File: src/rtl/fetch_unit.sv
// Instruction fetch front end: PC generation, credit-limited imem requests, DEPTH-entry return queue.
// Enqueue-to-line latency 1 cycle; stall holds the head; optional jal follow-through under FETCH_STATIC_JAL_EN.
module fetch_unit #(
  parameter int          DEPTH    = 4,
  parameter logic [31:0] RESET_PC = 32'h0000_0000
) (
  input  logic        clock,
  input  logic        reset,
  output logic        imem_req_valid,
  input  logic        imem_req_ready,
  output logic [31:0] imem_req_addr,
  input  logic        imem_resp_valid,
  input  logic [31:0] imem_resp_data,
  input  logic        redirect_valid,
  input  logic [31:0] redirect_pc,
  input  logic        stall,
  output logic [31:0] line,
  output logic [31:0] line_pc,
  output logic        line_valid
);

  localparam int AW = $clog2(DEPTH);
  localparam int CW = AW + 1;
  localparam logic [CW-1:0]   ONE     = CW'(1);
  localparam logic [AW-1:0]   PTR_ONE = AW'(1);
  localparam logic [CW+1:0]   DEPTH_W = (CW+2)'(DEPTH);
  localparam logic [31:0]     NOP     = 32'h0000_0013;

  typedef struct packed {
    logic [31:0] pc;
    logic [31:0] instr;
  } entry_t;

  entry_t        q [DEPTH];
  logic [AW-1:0] head, tail;
  logic [CW-1:0] count, outstanding, drop_cnt;
  logic [31:0]   fetch_pc, ret_pc;

  logic [CW-1:0] outstanding_n, drop_cnt_n;
  logic [31:0]   fetch_pc_n, ret_pc_n;
  logic [CW+1:0] in_use;
  logic          req_fire, resp_drop, resp_keep, push, pop;
  logic          unused_redirect_lsbs;

  assign unused_redirect_lsbs = ^redirect_pc[1:0];

  // Every slot the queue might need is reserved before a request goes out.
  assign in_use         = {2'b00, count} + {2'b00, outstanding} + {2'b00, drop_cnt};
  assign imem_req_valid = !reset && !redirect_valid && (in_use < DEPTH_W);
  assign imem_req_addr  = fetch_pc;
  assign req_fire       = imem_req_valid && imem_req_ready;

  assign resp_drop = imem_resp_valid && (drop_cnt != '0);
  assign resp_keep = imem_resp_valid && (drop_cnt == '0) && !redirect_valid;
  assign push      = resp_keep;
  assign pop       = line_valid && !stall && !redirect_valid;

  assign line_valid = !reset && (count != '0);
  assign line       = line_valid ? q[head].instr : NOP;
  assign line_pc    = line_valid ? q[head].pc : 32'h0;

`ifdef FETCH_STATIC_JAL_EN
  logic        jal_hit;
  logic [31:0] jal_imm;
  assign jal_hit = resp_keep && (imem_resp_data[6:0] == 7'b1101111);
  assign jal_imm = {{11{imem_resp_data[31]}}, imem_resp_data[31], imem_resp_data[19:12],
                    imem_resp_data[20], imem_resp_data[30:21], 1'b0};
`endif

  always_comb begin
    fetch_pc_n    = fetch_pc;
    ret_pc_n      = ret_pc;
    outstanding_n = outstanding;
    drop_cnt_n    = drop_cnt;
    if (redirect_valid) begin
      fetch_pc_n    = {redirect_pc[31:2], 2'b00};
      ret_pc_n      = {redirect_pc[31:2], 2'b00};
      // A return landing this cycle retires one of the owed words right away.
      drop_cnt_n    = drop_cnt + outstanding - (imem_resp_valid ? ONE : '0);
      outstanding_n = '0;
    end else begin
      if (req_fire)  fetch_pc_n = fetch_pc + 32'd4;
      if (resp_drop) drop_cnt_n = drop_cnt - ONE;
      if (resp_keep) ret_pc_n   = ret_pc + 32'd4;
      outstanding_n = outstanding + (req_fire ? ONE : '0) - (resp_keep ? ONE : '0);
`ifdef FETCH_STATIC_JAL_EN
      // Requests behind a jal (including one accepted now) are on the wrong path.
      if (jal_hit) begin
        fetch_pc_n    = ret_pc + jal_imm;
        ret_pc_n      = ret_pc + jal_imm;
        drop_cnt_n    = drop_cnt + outstanding_n;
        outstanding_n = '0;
      end
`endif
    end
  end

  always_ff @(posedge clock) begin
    if (reset) begin
      fetch_pc    <= RESET_PC;
      ret_pc      <= RESET_PC;
      head        <= '0;
      tail        <= '0;
      count       <= '0;
      outstanding <= '0;
      drop_cnt    <= '0;
    end else begin
      fetch_pc    <= fetch_pc_n;
      ret_pc      <= ret_pc_n;
      outstanding <= outstanding_n;
      drop_cnt    <= drop_cnt_n;
      if (redirect_valid) begin
        head  <= '0;
        tail  <= '0;
        count <= '0;
      end else begin
        if (push) tail <= tail + PTR_ONE;
        if (pop)  head <= head + PTR_ONE;
        count <= count + (push ? ONE : '0) - (pop ? ONE : '0);
      end
    end
  end

  always_ff @(posedge clock) begin
    if (push) q[tail] <= '{pc: ret_pc, instr: imem_resp_data};
  end

  // A return is only legal when someone is waiting for it.
  a_resp_expected: assert property (@(posedge clock) disable iff (reset)
    imem_resp_valid |-> (outstanding != '0 || drop_cnt != '0));

endmodule

File: config.mk
export PLATFORM = sky130hd
export DESIGN_NAME = fetch_unit
export DESIGN_NICKNAME = d
export VERILOG_FILES = /design/src/rtl/fetch_unit.sv
export SDC_FILE = /design/constraint.sdc
export NUM_CORES = 1
export LEC_CHECK = 0
export CAP_MARGIN = 30
export CORE_MARGIN = 1
export CORE_UTILIZATION = 50
export DETAILED_ROUTE_END_ITERATION = 16
export GPL_TIMING_DRIVEN = 0
export PLACE_DENSITY_LB_ADDON = 0.25
export SLEW_MARGIN = 20
export SYNTH_ARGS = -nofsm -noshare
export SYNTH_HDL_FRONTEND = slang
export SYNTH_SLANG_ARGS = --single-unit
File: constraint.sdc
create_clock -name clock -period 3.6 [get_ports clock]
set_input_delay 0.72 -clock clock [delete_from_list [all_inputs] [get_ports clock]]
set_output_delay 0.72 -clock clock [all_outputs]
set_load 0.005 [all_outputs]
## Word-level counts from Yosys, hierarchy flattened

Memory sizes are Yosys's and may differ from the RTL's. A register that Yosys moved wholly into a read port is not among the register bits.
Index checks and enable logic that the tools add are counted.

| word-level totals | value |
|---|---|
| flip-flop bits (word level) | 77 |
| bits in writable memories | 256 |
| input bits | 70 |
| output and inout port bits | 98 |
| word-level logic and storage cells | 59 |
| memories kept | 1 |

Memories:

| memory | words | bits a word | rd ports | clocked after Yosys merged registers in | write ports | line | RTL |
|---|---|---|---|---|---|---|---|
| q | 4 | 64 | 1 | 1 | 1 | 34 | `entry_t q [DEPTH];` |

| cells by class | value |
|---|---|
| $add $sub $neg | 13 |
| order comparisons | 1 |
| muxes and demuxes | 16 |
| reduce and logical (&&, ||, !) cells | 19 |

Operator list:

| cell | number |
|---|---|
| $mux W32 | 6 |
| $add A32 B3 Y32 const B | 2 |
| $logic_and A1 B1 Y1 | 9 |
| $add A3 B1 Y3 | 2 |
| $mux W1 | 6 |
| $mux W3 | 2 |
| $reduce_bool A2 Y1 | 3 |
| $reduce_bool A3 Y1 | 2 |
| $sub A3 B1 Y3 | 2 |
| $add A4 B3 Y5 | 1 |
| $lt A5 B3 Y1 const B | 1 |
| $add A2 B1 Y2 const B | 2 |
| $add A3 B3 Y4 | 1 |
| $mux W2 | 2 |
| $add A3 B3 Y3 | 1 |
| $logic_not A1 Y1 | 3 |
| $logic_not A3 Y1 | 1 |
| $sub A3 B1 Y3 const B | 1 |
| $sub A3 B3 Y3 | 1 |
| $reduce_or A2 Y1 | 1 |

## Longest topological paths before layout

Gate-level depths: netlist of the first run.

| depth | value |
|---|---|
| depth after elaboration | 8 |
| mapped depth | 16 |
| depth with buffers taken out | 15 |

## Worst setup path after synthesis of the first run

Ideal clock, no wire load.

| path | value |
|---|---|
| kind | reg-to-reg |
| start point | register count[1] |
| end point | register outstanding[2] |
| setup time | 128 ps |
| arrival | 3585 ps |
| required time | 3472 ps |
| slack | -113 ps |
| stages on the path, launching flop included | 17 |
| buffers on the path | 1 |
| period minus slack after synthesis | 3713 ps |
| cell sequence | dfxtp_1 -> inv_1 -> fa_1 -> nor2_1 -> fa_1 -> and2b_1 -> o2111ai_1 -> nor2_2 -> inv_2 -> clkbuf_1 -> ha_1 -> inv_1 -> ha_1 -> fa_1 -> xnor2_1 -> xnor2_1 -> nor2_1 |

| between the ends | value |
|---|---|
| cells in the longest elaborated chain, start to end | 8 |

Ends and longest elaborated chain:

| what | line | RTL |
|---|---|---|
| start, declared | 36 | `logic [CW-1:0] count, outstanding, drop_cnt;` |
| start signal, assigned | 119 | `count <= count + (push ? ONE : '0) - (pop ? ONE : '0);` |
| $add A3 B3 Y4 | 48 | `assign in_use = {2'b00, count} + {2'b00, outstanding} + {2'b00, drop_cnt};` |
| $add A4 B3 Y5 | 48 |  |
| $lt A5 B3 Y1 | 49 | `assign imem_req_valid = !reset && !redirect_valid && (in_use < DEPTH_W);` |
| $logic_and A1 B1 Y1 | 49 |  |
| $logic_and A1 B1 Y1 | 51 | `assign req_fire = imem_req_valid && imem_req_ready;` |
| $mux W1 | 85 | `outstanding_n = outstanding + (req_fire ? ONE : '0) - (resp_keep ? ONE : '0);` |
| $add A3 B1 Y3 | 85 |  |
| $sub A3 B3 Y3 | 85 |  |
| end signal, assigned | 110 | `outstanding <= outstanding_n;` |
| end, declared | 36 |  |

Every way passes these cells.
A chain may end at the register's enable or synchronous reset.

==> impl_results.md, run 1 <==
* Syn avg cell area at 15.0 um^2
* CP delay by family, top: buffers and inverters
* Setup Skew at 8.70 ps
* Yosys top cell area share at 53.9%
* WL/cell at 20.2 um
* GPL Wtd Cong at 0.894
* Hold path cells at 2
* Hold-critical path endpoint: outstanding[2]
* Die area at 0.0283 mm^2
* Worst rel slew slack at 43.3%
* Clk sinks at 323
* DR vias/cell at 5.65
* Most area-hungry cell type in the Yosys netlist: edfxtp_1
* Final min period at 3520 ps
* Slowest stage cell, crit path: clkdlybuf4s50_1
* Clock-pin slew on the worst setup and hold paths at 60 ps
* Worst R2R End: outstanding[2]
* P_leak at 5.59 nW
* Number of flops mapped to enable cells by yosys at 248
* Placed Area at 0.0160 mm^2
* Final hold viol count at 0
* H-tree lvl count at 1
* Hold Startpoint: outstanding[1]
* Gr ovfl total at 0
* Setup TNS at 0 ps
* Min-Delay Path Class: reg2reg
* CP Launch Type: register
* Drt pass-1 iters at 5
* WP depth at 5
* Die H at 168 um
* Max Clk Rate at 284 MHz
* Worst slew pin tran at 851 ps
* Remaining DRCs at 0
* R2R Path Start: outstanding[1]
* First-pass GRT wire length at 47500 um
* Fin cells at 1496
* Finished Core Util at 63.1%
* Clk root buf: clkbuf_16
* Clock Latency Late Sink at 550 ps
* Synth Cell Area at 0.0138 mm^2
* Ys async rst share at 0%
* Worst Path Buf+Inv at 3
* CP peak stage delay at 460 ps
* Hold-fix buffers, CTS at 0
* GRT Total Usage at 21.7%
* Worst R2R Setup Slack at 150 ps
* Crit share post-route at 97.7%
* Register area at 0.00896 mm^2
* Multi-input logic area at 0.00459 mm^2
* Peak supply drop at 0.000345 V
* Area growth syn-to-layout at 23.4%
* WS Path Type: reg2out
* Top FF cell, synth: edfxtp_1
* DRT Wirelength at 30300 um
* Num rows at 60
* Final setup violation count at 0
* GR Layer Usage met1 at 30.4%
* GRT met2 Usage at 36.2%
* Port Buffers at 161
* Most instantiated cells after synthesis: edfxtp_1, dfxtp_1, and2_1
* Largest net degree at the start of global routing at 48
* Synth unique cells at 71
* Arrival time worst endpoint at 2800 ps
* Core Region at 0.0270 mm^2
* Starting Density at 51.1%
* Dpl hpwl at 20600 um
* Synthesized flop and latch total at 323
* Status: complete, no violations
* CTS tree: built
* Antenna Nets Post-Route at 0
* CP max FO at 10
* Antenna violations before repair at 0
* # nets final at 1225
* Io pins at 168
* Number of global-route vias before repair at 8595
* Reg2reg path depth at 16
* Main area contributors after synthesis: edfxtp_1, dfxtp_1, mux4_2
* Power density over cell area at 481 mW/mm^2
* Worst path required time at 2880 ps
* Yosys Warn Count at 0
* CP Cell Sequence: buf_1 > clkbuf_2 > mux4_2 > or3_1 > clkdlybuf4s50_1
* Layout filler cell count at 2029
* Synth Instances at 924
* Max Cap Viol at 0
* M3 GR Usage at 2.56%
* Count leader, synth: edfxtp_1
* N_diodes at 0
* Vias post-DR at 8455
* Layout cells sized above 1 at 16.3%
* Max Slew Vio Count at 0
* DIE WIDTH at 168 um
* Design area at 0.0171 mm^2
* Initial DRC count at 760
* Crit end category: primary output
* CTS buffer count at 31
* Sequential share of the synthesized area at 64.8%
* Dpl cells at 1435
* Max clock buf depth at 3
* GR peak layer: met2
[report_power, final]
part | total (W) | internal, W | switching (W)
Sequential | 0.00433 | 0.00421 | 0.000122
Clock | 0.00293 | 0.00163 | 0.00131
Combinational | 0.000943 | 0.000466 | 0.000477
Total | 0.00821 | 0.00630 | 0.00191
[per-stage QoR]
stage	setup slack, ps	hold WS [ps]	total power, W
finish	83.0	504	0.00821
global route	-9.62	541	0.00852
CTS	1.95	501	0.00826
detailed placement	-464	490	0.00531
global placement	-1460	480	0.00528
floorplan	31.9	469	0.00491
[logic make-up after synthesis]
| family | after synthesis | synth area share, % |
|---|---|---|
| DFF | 323 | 64.8 |
| and+or+nand+nor | 265 | 11.1 |
| AOI/OAI and AO/OA | 118 | 6.01 |
| buffers and inverters | 87 | 2.70 |
| muxes | 66 | 10.4 |
| xor gates and xnor gates | 41 | 2.60 |
| adders and majority gates | 23 | 2.41 |
| other | 1 | 0.0271 |
[tightest hold or removal path, stage by stage, from the launching register on]
cell and delay (ps):
dfxtp_2 340, xnor2_1 70, nor2_1 70
[worst max-delay path by stage]
stage,from,to,slack (ps)
after floorplan,drop_cnt[1],outstanding[2],30
after global placement,imem_resp_valid,q[0][29],-1460
after detailed placement,reset,line_pc[12],-460
after CTS,register,line[16],2
after global routing,outstanding[1],outstanding[2],-10
final,register,line[4],80
[layout by cell type (no fill, tap or decap), types with 5 or more instances in the layout]
cell type and n:
edfxtp_1 248, clkdlybuf4s50_1 160, dfxtp_1 69, and2_1 66
mux4_2 62, nand2_1 43, nor2_1 37, inv_1 32
xnor2_1 31, clkbuf_16 31, clkbuf_1 28, nand3_1 24
a21oi_1 19, o21ai_0 17, buf_4 16, ha_1 16
nor3_1 13, clkbuf_2 11, o31a_1 11, nand4_1 10
a211oi_1 10, xor2_1 9, o21a_1 9, nor4_1 9
or3_1 8, buf_2 8, and3_1 8, or4_1 8
a31oi_1 8, a21boi_0 8, clkinv_1 6, nor4_2 5
nor3_2 5, clkinv_2 5
[per-layer routing]
| metal | routed length (um) | part of all wire, % |
|---|---|---|
| met2 | 14700 | 48 |
| met5 | 0 | 0 |
| met4 | 631 | 2.1 |
| met1 | 13200 | 44 |
| met3 | 1760 | 5.8 |
[area by class of cell]
type	instances	area share (%)
plain buffers	49	1.50
clock buffers	44	4.95
clock inverters	12	0.382
inverters	36	0.822
multi-input cells	517	26.9
flip-flops and latches	323	52.5
well taps	341	2.50
repair buffers	174	10.4
[state kept, by name (all words and copies together) (netlist names), named ones only]
register and count:
count 3, drop_cnt 3, head 2, imem_req_addr 30
outstanding 3, q 248, ret_pc 30, tail 2
[repair_timing]
action / CTS / global route
pin swaps: 4 / 7
setup endpoints to repair: 66 / 23
setup buffers: 5 / 2
hold endpoints to repair: 0 / 0
resized for setup: 28 / 12
cloned: 0 / 0
Power figures use the tool's default switching activity.
==> run 2: changes to the inputs <==
--- a/config.mk
+++ b/config.mk
@@ -6,7 +6,6 @@
 export NUM_CORES = 1
 export LEC_CHECK = 0
 export CAP_MARGIN = 30
-export CORE_MARGIN = 1
 export CORE_UTILIZATION = 50
 export DETAILED_ROUTE_END_ITERATION = 16
 export GPL_TIMING_DRIVEN = 0
==> results of run 2 <==
No change in the layout: final DEF, timing and power equal those of run 1.
==> run 3: changes to the inputs <==
--- a/config.mk
+++ b/config.mk
@@ -10,7 +10,6 @@
 export DETAILED_ROUTE_END_ITERATION = 16
 export GPL_TIMING_DRIVEN = 0
 export PLACE_DENSITY_LB_ADDON = 0.25
-export SLEW_MARGIN = 20
 export SYNTH_ARGS = -nofsm -noshare
 export SYNTH_HDL_FRONTEND = slang
 export SYNTH_SLANG_ARGS = --single-unit
==> run 3 against run 2 <==
Wire length increased by 1.7%. Die area stayed put. Register-to-register slack got worse by 60 ps. Critical endpoint is now line_pc[17]. Largest cell class unchanged.
==> impl_results.md, run 3 (synthesis results as in run 1) <==
* N_diodes at 0 (unchanged)
* H-tree lvl count at 2 (+1)
* Clk root buf: clkbuf_16
* Combinational group share of total power at 10.9% (-0.6 points)
* Antenna violations before repair at 0 (unchanged)
* Crit end category: primary output
* Clk sinks at 323 (unchanged)
* P_leak at 5.71 nW (+2.0%)
* Crit share post-route at 97.7% (about the same)
* Port Buffers at 161 (unchanged)
* Vias post-DR at 8666 (+2.5%)
* Clock share of power at 39.2% (+3.5 points)
* DR vias/cell at 5.75 (+1.7%)
* Antenna Nets Post-Route at 0 (unchanged)
* CP Launch Type: primary input
* Final setup violation count at 0 (unchanged)
* Layout cells sized above 1 at 16.9% (+0.62 points)
* Final min period at 3520 ps (+1.57 ps)
* GPL Wtd Cong at 0.894 (unchanged)
* Post-route setup slack at 81.4 ps (-1.57 ps)
* Max Cap Viol at 0 (unchanged)
* Worst rel slew slack at 37.2% (-6.0 points)
* Arrival time worst endpoint at 2800 ps (about the same)
* Fin cells at 1507 (+0.74%)
* Most common cell after layout, fill and taps aside: edfxtp_1
* CTS buffer count at 35 (+13%)
* Number of global-route vias before repair at 8549 (-0.54%)
* Cell Int Power at 0.00669 W (+6.2%)
* Initial DRC count at 700 (-7.9%)
* Num rows at 60 (unchanged)
* Final hold viol count at 0 (unchanged)
* Io pins at 168 (unchanged)
* Drt pass-1 iters at 5 (unchanged)
* Remaining DRCs at 0 (unchanged)
* Hold-fix buffers, CTS at 0 (unchanged)
* Starting Density at 51.1% (unchanged)
* Largest net degree at the start of global routing at 52 (+8.3%)
* Gr ovfl total at 0 (unchanged)
* Commonest non-fill, non-tap cells in the layout: edfxtp_1, clkdlybuf4s50_1, dfxtp_1
* Worst slew pin tran at 941 ps (+90.4 ps)
* Status: complete, no violations
* DRT Wirelength at 30800 um (+1.7%)
* Max Clk Rate at 284 MHz (about the same)
* DIE WIDTH at 168 um (unchanged)
* Finished Core Util at 63.9% (+0.75 points)
* Min-Delay Path Class: reg2reg
* Area growth syn-to-layout at 24.9%
* GRT Total Usage at 22.0% (+0.30 points)
* WS Path Type: in2out
* Core Region at 0.0270 mm^2 (unchanged)
* Setup Skew at 10.2 ps (+1.51 ps)
* RSZ-0062 raised after global routing: yes
* Peak supply drop at 0.000266 V (-23%)
* Die area at 0.0283 mm^2 (unchanged)
* Layout filler cell count at 2005 (-1.2%)
* Worst path required time at 2880 ps (about the same)
* Die H at 168 um (unchanged)
* Max reg flops at 248 (unchanged)
* Max clock buf depth at 3 (unchanged)
* Setup TNS at 0 ps (unchanged)
* Max Slew Vio Count at 0 (unchanged)
* Dpl hpwl at 20400 um (-0.86%)
* Power density over cell area at 503 mW/mm^2 (+4.5%)
* CP max FO at 10 (unchanged)
* Setup WS pre-CTS at -427 ps (+37.6 ps)
* Switching Power at 0.00199 W (+4.5%)
* CTS tree: built
* Dpl cells at 1435 (unchanged)
* Sequential share of power at 49.9% (-2.9 points)
* WL/cell at 20.4 um (+0.95%)
* Switch share at 22.9% (-0.28 points)
* Clock-pin slew on the worst setup and hold paths at 60 ps (about the same)
* Clock Latency Late Sink at 510 ps (-40 ps)
* First-pass GRT wire length at 47500 um (about the same)
* Largest Register: q
* # nets final at 1232 (+0.57%)
## run 3: repair_timing
| item | in CTS | in global routing |
|---|---|---|
| endpoints found under the setup margin | 58 | 52 |
| buffers inserted | 1 | 9 |
| gates resized for setup | 14 | 34 |
| hold endpoints to repair | 0 | 0 |
| pin swaps | 1 | 6 |
## run 3: path summary, 6_finish.rpt
| path | start | endpoint | slack [ps] | depth (start not counted) |
|---|---|---|---|---|
| max | reset | line_pc[17] | 80 | 7 |
| min | imem_req_addr[10] | imem_req_addr[10] | 500 | 2 |
| max reg2reg | count[1] | outstanding[2] | 90 | 15 |
| min reg2reg | imem_req_addr[10] | imem_req_addr[10] | 500 | 2 |
## run 3: power by group through the flow
stage	Combinational, W	Sequential [W]	Clock, W
2_1_floorplan	0.000530	0.00438	0
3_3_place_gp	0.000870	0.00441	0
3_5_place_dp	0.000906	0.00441	0
4_1_cts	0.000923	0.00433	0.00346
5_1_grt	0.00104	0.00436	0.00360
6_report	0.000947	0.00433	0.00340
## run 3: metrics by stage
step                area, um^2  power, W  hold WS, ps
finish                   17300   0.00868          497
global route             17300   0.00900          542
CTS                      17100   0.00872          497
detailed placement       16000   0.00531          487
global placement         15900   0.00528          480
floorplan                13900   0.00491          469
## run 3: layout make-up
cell class	count	area, um^2	share of cell area, %
Tap cell	341	427	2.47
Clock inverter	16	138	0.798
Timing Repair Buffer	177	1800	10.4
Sequential cell	323	8960	51.9
Inverter	36	143	0.827
Buffer	49	259	1.50
Multi-Input combinational cell	517	4580	26.5
Clock buffer	48	956	5.54
## run 3: routing by layer
layer	up-vias	share of wire, %	wire length, um	track usage, %
li1	3978	-	-	-
met1	4236	42	13000	30.2
met5	-	0	0	0
met2	403	48	14600	35.9
met4	0	1.9	594	5.85
met3	49	8.3	2560	4.42
## run 3: critical path, cell delays in order
cell,delay [ps]
clkdlybuf4s50_1,470
clkbuf_2,250
nor2_1,190
buf_4,220
clkbuf_4,220
and2_1,190
clkdlybuf4s50_1,530
